`src/rtl/dual_issue_steer.sv`:
```
// Decode-side issue unit for the dual-issue pipeline.
// Holds one fetched pair, steers each instruction to the I-pipe (op != 0)
// or the R-pipe (op == 0), splits pairs that cannot issue together and
// interlocks on load-use hazards against the load in the I-pipe EX stage.
//
// state      | meaning
// -----------+------------------------------------------------
// ST_EMPTY   | no valid slot, waiting for a fetch pair
// ST_PAIR    | slot0 and slot1 valid
// ST_SINGLE  | slot0 valid only (second half of a split pair)
module dual_issue_steer (
    input  logic        clk,
    input  logic        btnc_i,
    input  logic        fetch_valid,
    output logic        fetch_ready,
    input  logic [31:0] inst0,
    input  logic [31:0] inst1,
    input  logic [31:0] pc0,
    input  logic        flush,
    input  logic        ID_EX_MemRead_i,
    input  logic [31:0] ID_EX_rt_i,
    output logic [31:0] r1_ad_i,
    output logic [31:0] r2_ad_i,
    output logic [31:0] r1_ad_r,
    output logic [31:0] r2_ad_r,
    output logic        issue_valid_i,
    output logic        issue_valid_r,
    output logic [31:0] issue_inst_i,
    output logic [31:0] issue_inst_r,
    output logic [31:0] issue_pc_i,
    output logic [31:0] issue_pc_r
);

    localparam logic [1:0] ST_EMPTY  = 2'd0;
    localparam logic [1:0] ST_PAIR   = 2'd1;
    localparam logic [1:0] ST_SINGLE = 2'd2;

    logic [1:0]  state_q, state_d;
    logic        s0_valid_q, s0_valid_d, s1_valid_q, s1_valid_d;
    logic [31:0] s0_inst_q, s0_inst_d, s1_inst_q, s1_inst_d;
    logic [31:0] s0_pc_q, s0_pc_d, s1_pc_q, s1_pc_d;

    logic        pair_ok, cand0, cand1, stall, go, v0, v1;
    logic [5:0]  dst0, dst1;

    function automatic logic is_ctrl(input logic [31:0] in);
        return (in[31:26] == 6'h02) || (in[31:26] == 6'h04) || (in[31:26] == 6'h05);
    endfunction

    function automatic logic is_alu_imm(input logic [31:0] in);
        return (in[31:29] == 3'b001);
    endfunction

    // {valid, reg}; a $0 destination is reported as no destination
    function automatic logic [5:0] dest_of(input logic [31:0] in);
        logic [4:0] r;
        r = 5'd0;
        if (in[31:26] == 6'h00)
            r = in[15:11];
        else if ((in[31:26] == 6'h23) || is_alu_imm(in))
            r = in[20:16];
        return {(r != 5'd0), r};
    endfunction

    function automatic logic uses_rt(input logic [31:0] in);
        return (in[31:26] == 6'h00) || (in[31:26] == 6'h2B) ||
               (in[31:26] == 6'h04) || (in[31:26] == 6'h05);
    endfunction

    function automatic logic uses_rs(input logic [31:0] in);
        return uses_rt(in) || (in[31:26] == 6'h23) || is_alu_imm(in);
    endfunction

    function automatic logic reads_reg(input logic [31:0] in, input logic [4:0] r);
        return (uses_rs(in) && (in[25:21] == r)) || (uses_rt(in) && (in[20:16] == r));
    endfunction

    // Pairing decision, load-use interlock and fetch handshake
    always_comb begin
        dst0    = dest_of(s0_inst_q);
        dst1    = dest_of(s1_inst_q);
        pair_ok = ((s0_inst_q[31:26] == 6'h00) != (s1_inst_q[31:26] == 6'h00)) &&
                  !is_ctrl(s0_inst_q) &&
                  !(dst0[5] && reads_reg(s1_inst_q, dst0[4:0])) &&
                  !(dst0[5] && dst1[5] && (dst0[4:0] == dst1[4:0]));
        cand0   = (state_q != ST_EMPTY) && s0_valid_q;
        cand1   = (state_q == ST_PAIR) && s1_valid_q && pair_ok;
        stall   = ID_EX_MemRead_i && (ID_EX_rt_i != 32'd0) && (ID_EX_rt_i[31:5] == 27'd0) &&
                  ((cand0 && reads_reg(s0_inst_q, ID_EX_rt_i[4:0])) ||
                   (cand1 && reads_reg(s1_inst_q, ID_EX_rt_i[4:0])));
        go      = !flush && !stall;
        v0      = cand0 && go;
        v1      = cand1 && go;
        fetch_ready = btnc_i && go &&
                      ((state_q == ST_EMPTY) || (state_q == ST_SINGLE) ||
                       ((state_q == ST_PAIR) && pair_ok));
    end

    // Route slot0 to its class pipe and a paired slot1 to the other pipe
    always_comb begin
        issue_valid_r = 1'b0;
        issue_inst_r  = 32'd0;
        issue_pc_r    = 32'd0;
        issue_valid_i = 1'b0;
        issue_inst_i  = 32'd0;
        issue_pc_i    = 32'd0;
        if (v0) begin
            if (s0_inst_q[31:26] == 6'h00) begin
                issue_valid_r = 1'b1;
                issue_inst_r  = s0_inst_q;
                issue_pc_r    = s0_pc_q;
            end else begin
                issue_valid_i = 1'b1;
                issue_inst_i  = s0_inst_q;
                issue_pc_i    = s0_pc_q;
            end
        end
        if (v1) begin
            if (s1_inst_q[31:26] == 6'h00) begin
                issue_valid_r = 1'b1;
                issue_inst_r  = s1_inst_q;
                issue_pc_r    = s1_pc_q;
            end else begin
                issue_valid_i = 1'b1;
                issue_inst_i  = s1_inst_q;
                issue_pc_i    = s1_pc_q;
            end
        end
        // idle pipes carry inst 0, so their addresses fall to 0 as well
        r1_ad_r = {27'd0, issue_inst_r[25:21]};
        r2_ad_r = {27'd0, issue_inst_r[20:16]};
        r1_ad_i = {27'd0, issue_inst_i[25:21]};
        r2_ad_i = {27'd0, issue_inst_i[20:16]};
    end

    // Slot/state update: flush, then stall hold, then consume and refill
    always_comb begin
        state_d    = state_q;
        s0_valid_d = s0_valid_q;
        s0_inst_d  = s0_inst_q;
        s0_pc_d    = s0_pc_q;
        s1_valid_d = s1_valid_q;
        s1_inst_d  = s1_inst_q;
        s1_pc_d    = s1_pc_q;
        if (flush) begin
            state_d    = ST_EMPTY;
            s0_valid_d = 1'b0;
            s1_valid_d = 1'b0;
        end else if (!stall) begin
            if (state_q == ST_PAIR && !pair_ok) begin
                state_d    = ST_SINGLE;
                s0_valid_d = s1_valid_q;
                s0_inst_d  = s1_inst_q;
                s0_pc_d    = s1_pc_q;
                s1_valid_d = 1'b0;
            end else if (state_q != ST_EMPTY) begin
                state_d    = ST_EMPTY;
                s0_valid_d = 1'b0;
                s1_valid_d = 1'b0;
            end
            if (fetch_valid && fetch_ready) begin
                state_d    = ST_PAIR;
                s0_valid_d = 1'b1;
                s0_inst_d  = inst0;
                s0_pc_d    = pc0;
                s1_valid_d = 1'b1;
                s1_inst_d  = inst1;
                s1_pc_d    = pc0 + 32'd4;
            end
        end
    end

    // Slot and state registers
    always_ff @(posedge clk or negedge btnc_i) begin
        if (!btnc_i) begin
            state_q    <= ST_EMPTY;
            s0_valid_q <= 1'b0;
            s0_inst_q  <= 32'd0;
            s0_pc_q    <= 32'd0;
            s1_valid_q <= 1'b0;
            s1_inst_q  <= 32'd0;
            s1_pc_q    <= 32'd0;
        end else begin
            state_q    <= state_d;
            s0_valid_q <= s0_valid_d;
            s0_inst_q  <= s0_inst_d;
            s0_pc_q    <= s0_pc_d;
            s1_valid_q <= s1_valid_d;
            s1_inst_q  <= s1_inst_d;
            s1_pc_q    <= s1_pc_d;
        end
    end

endmodule

```
`config.mk`:
```
export PLATFORM = sky130hd
export DESIGN_NAME = dual_issue_steer
export DESIGN_NICKNAME = d
export VERILOG_FILES = /design/src/rtl/dual_issue_steer.sv
export SDC_FILE = /design/constraint.sdc
export NUM_CORES = 1
export LEC_CHECK = 0
export ABC_AREA = 1
export CELL_PAD_IN_SITES_DETAIL_PLACEMENT = 0
export CELL_PAD_IN_SITES_GLOBAL_PLACEMENT = 1
export CORE_MARGIN = 2
export CORE_UTILIZATION = 28
export DETAILED_ROUTE_END_ITERATION = 8
export PLACE_DENSITY_LB_ADDON = 0.1
export SKIP_LAST_GASP = 1
export SYNTH_ARGS = -nofsm -noshare
export SYNTH_HDL_FRONTEND = slang
export SYNTH_SLANG_ARGS = --single-unit
```
`constraint.sdc`:
```
create_clock -name clk -period 5.1 [get_ports clk]
set_input_delay 0.51 -clock clk [delete_from_list [all_inputs] [get_ports clk]]
set_output_delay 0.51 -clock clk [all_outputs]
set_load 0.01 [all_outputs]
```
==> reports/metrics.csv <==
metric;value;unit
status;completed;
grtUsageTotal;21.5;%
p_leak;6.06;nW
async_reset_ff_share;100;%
endpoint_kind;output port;
initial_core_util;28.6;%
netlist_area;9920;um2
layout_common_cells;nand2_1 (392), clkdlybuf4s50_1 (276), nand3_1 (210);
antenna_left;0;
powerDensity;291;nW/um2
yosysTopAreaCell;dfrtp_1;
max-vdd-ir-drop;230;uV
cts_root_buf;clkbuf_16;
grt.overflow.total;0;
postSynthCellCount;1482;
numCtsBuffers;17;
synth_edf_count;0;
worst_path_max_delay_cell;clkdlybuf4s50_1;
grt_pass1_wl;60400;um
hold_path_class;primary input to asynchronous set/reset pin;
synth-seq-area-share;33.0;%
slew_violations;0;
cp.required;4.59;ns
rows;68;
postCtsHoldBufs;0;
layout_commonest_cell;nand2_1;
antenna_found_initial;6;
final_cells;2177;
r2r-end;s0_pc_q[0];
gp_congestion;0.847;
rr_startpoint;s0_inst_q[31];
crit_fanout;20;
path_cells;nor2_2 -> nand3_2 -> nor2_1 -> inv_1 -> nand2_1 -> nor2_1 -> nand2_1 -> nand3_1 -> nand2_1 -> inv_1 -> nor2_1 -> nor2_1 -> nand4_1 -> nand2_2 -> a21oi_4 -> nand2_4 -> nor2_4 -> buf_12 -> buf_12 -> nand2_1 -> o21ai_0 -> clkdlybuf4s50_1;
skew;0.0220;ns
yosys-top-cells-area;dfrtp_1 (33%), nand2_1 (15%), nand3_1 (11%);
cts_max_path_buffers;2;
power;3.85;mW
cp.arrival;4.27;ns
ys_warn_count;0;
floorplan.die.height;192;um
synth_top_area_share;33.0;%
r2r_slack;1.56;ns
syn_to_final_growth;33.2;%
fin_util;38.1;%
use_met2;36.2;%
critPathLaunchType;register;
hold_violations;0;
cp-startpoint;s0_inst_q[31];
cts_tree;built;
tightest_slew;0.900;ns
routed_via_density;4.78;
cts_sinks;131;
ys.flop_type;dfrtp_1;
routed_wl;40200;um
pin_count;392;
layout.nets;1839;
clkTransAtPathRegs;0.06;ns
critPathKind;register to output port;
use_met1;27.7;%
rsz0062_at_grt;false;
cap_violations;0;
slew-limit-headroom;40.0;%
die_area;36900;um2
reg2reg_depth;22;
vias;10400;
nFillCells;3781;
drtIter0Drc;724;
fin_crit;4.78;ns
wire_per_inst;18.5;um
setup_tns;0;ns
grt_max_degree;101;
finalSetupViolCount;0;
core-area;34700;um2
first_pass_iters;5;
die_w;192;um
crit_path_max_incr_delay;0.60;ns
synthDistinctLibCells;42;
dp.cells;2140;
use_met3;3.78;%
h-tree-depth;4;
dp.final_hpwl;28000;um
fin_crit_sh;93.7;%
synth_area_per_cell;6.69;um2
ys_seq_elements;131;
layout-drive-gt1-share;4.66;%
port_buffers;277;
grt_pass1_vias;10300;
fmax;0.209;GHz
clk_latency;0.43;ns
route.detailed.drc;0;
worst_hold_slack;0.0788;ns
gr-max-usage-layer;met2;
[sequential cells by signal (all words and copies together) (netlist names)]
| register | cells |
|---|---|
| s1_pc_q | 32 |
| s0_inst_q | 32 |
| s0_pc_q | 32 |
| s0_valid_q | 1 |
| state_q | 2 |
| s1_inst_q | 32 |
[per-stage QoR]
stage	setup slack [ns]	cell area, um2
2_1_floorplan	1.84	10300
3_3_place_gp	0.457	12600
3_5_place_dp	0.565	12600
4_1_cts	0.110	13200
5_1_grt	0.0347	13200
6_report	0.323	13200
[Yosys cell counts, types with 5 or more instances]
cell type,number
buf_4,136
nor3_1,12
dfrtp_1,131
o22ai_1,10
clkbuf_1,26
nor4_1,21
o31ai_1,11
a21oi_1,22
nor2_1,78
nor2_2,5
nand2_1,392
buf_2,42
o21ai_1,12
xor2_1,22
o21ai_0,121
nand4_1,17
nand3_1,211
inv_1,151
o211ai_1,25
[critical path: cells and delay by family, from the launching register on]
family	cells	cell delay [ns]
compound gates	2	0.37
simple gates	15	1.96
buf+inv	5	1.11
flops	1	0.41
[where the power goes]
group          total (mW)  internal (mW)  switching (mW)
Sequential           1.57           1.29           0.281
Combinational        1.01          0.384           0.627
Clock                1.26          0.740           0.524
[per-layer routing]
metal | vias to the layer above | wire length, um
li1 | 5043 | -
met1 | 4940 | 17700
met2 | 375 | 19300
met3 | 46 | 2340
met4 | 4 | 830
met5 | - | 30
[logic make-up after synthesis]
logic type                 synth area share (%)
DFF                                        33.0
and+or+nand+nor                            33.0
adders and majority gates                 0.126
other                                    0.0378
AOI/OAI and AO/OA                          11.7
buffers and inverters                      19.7
xor gates and xnor gates                   2.30
[how the worst max path moves through the flow]
stage,to,depth (start not counted)
5_1_grt,issue_pc_i[27],23
3_5_place_dp,issue_pc_i[2],9
3_3_place_gp,issue_pc_i[2],9
4_1_cts,issue_pc_i[27],22
6_report,issue_pc_i[27],22
2_1_floorplan,r1_ad_i[0],19
[cell type report]
class	instances	area, um2	area share (%)
multi-input combinational	1099	5150	39.0
antenna	4	10.0	0.0757
clock inverter	14	153	1.15
clock buffer	18	439	3.32
inverter	155	583	4.41
tap	455	569	4.31
sequential	131	3280	24.8
timing repair buffer	301	3030	22.9
[what timing repair did]
action,4_1_cts,5_1_grt
resized for setup,0,4
setup buffers,0,1
endpoints found under the setup margin,0,78
No activity file was read; power rests on OpenSTA's default activity.
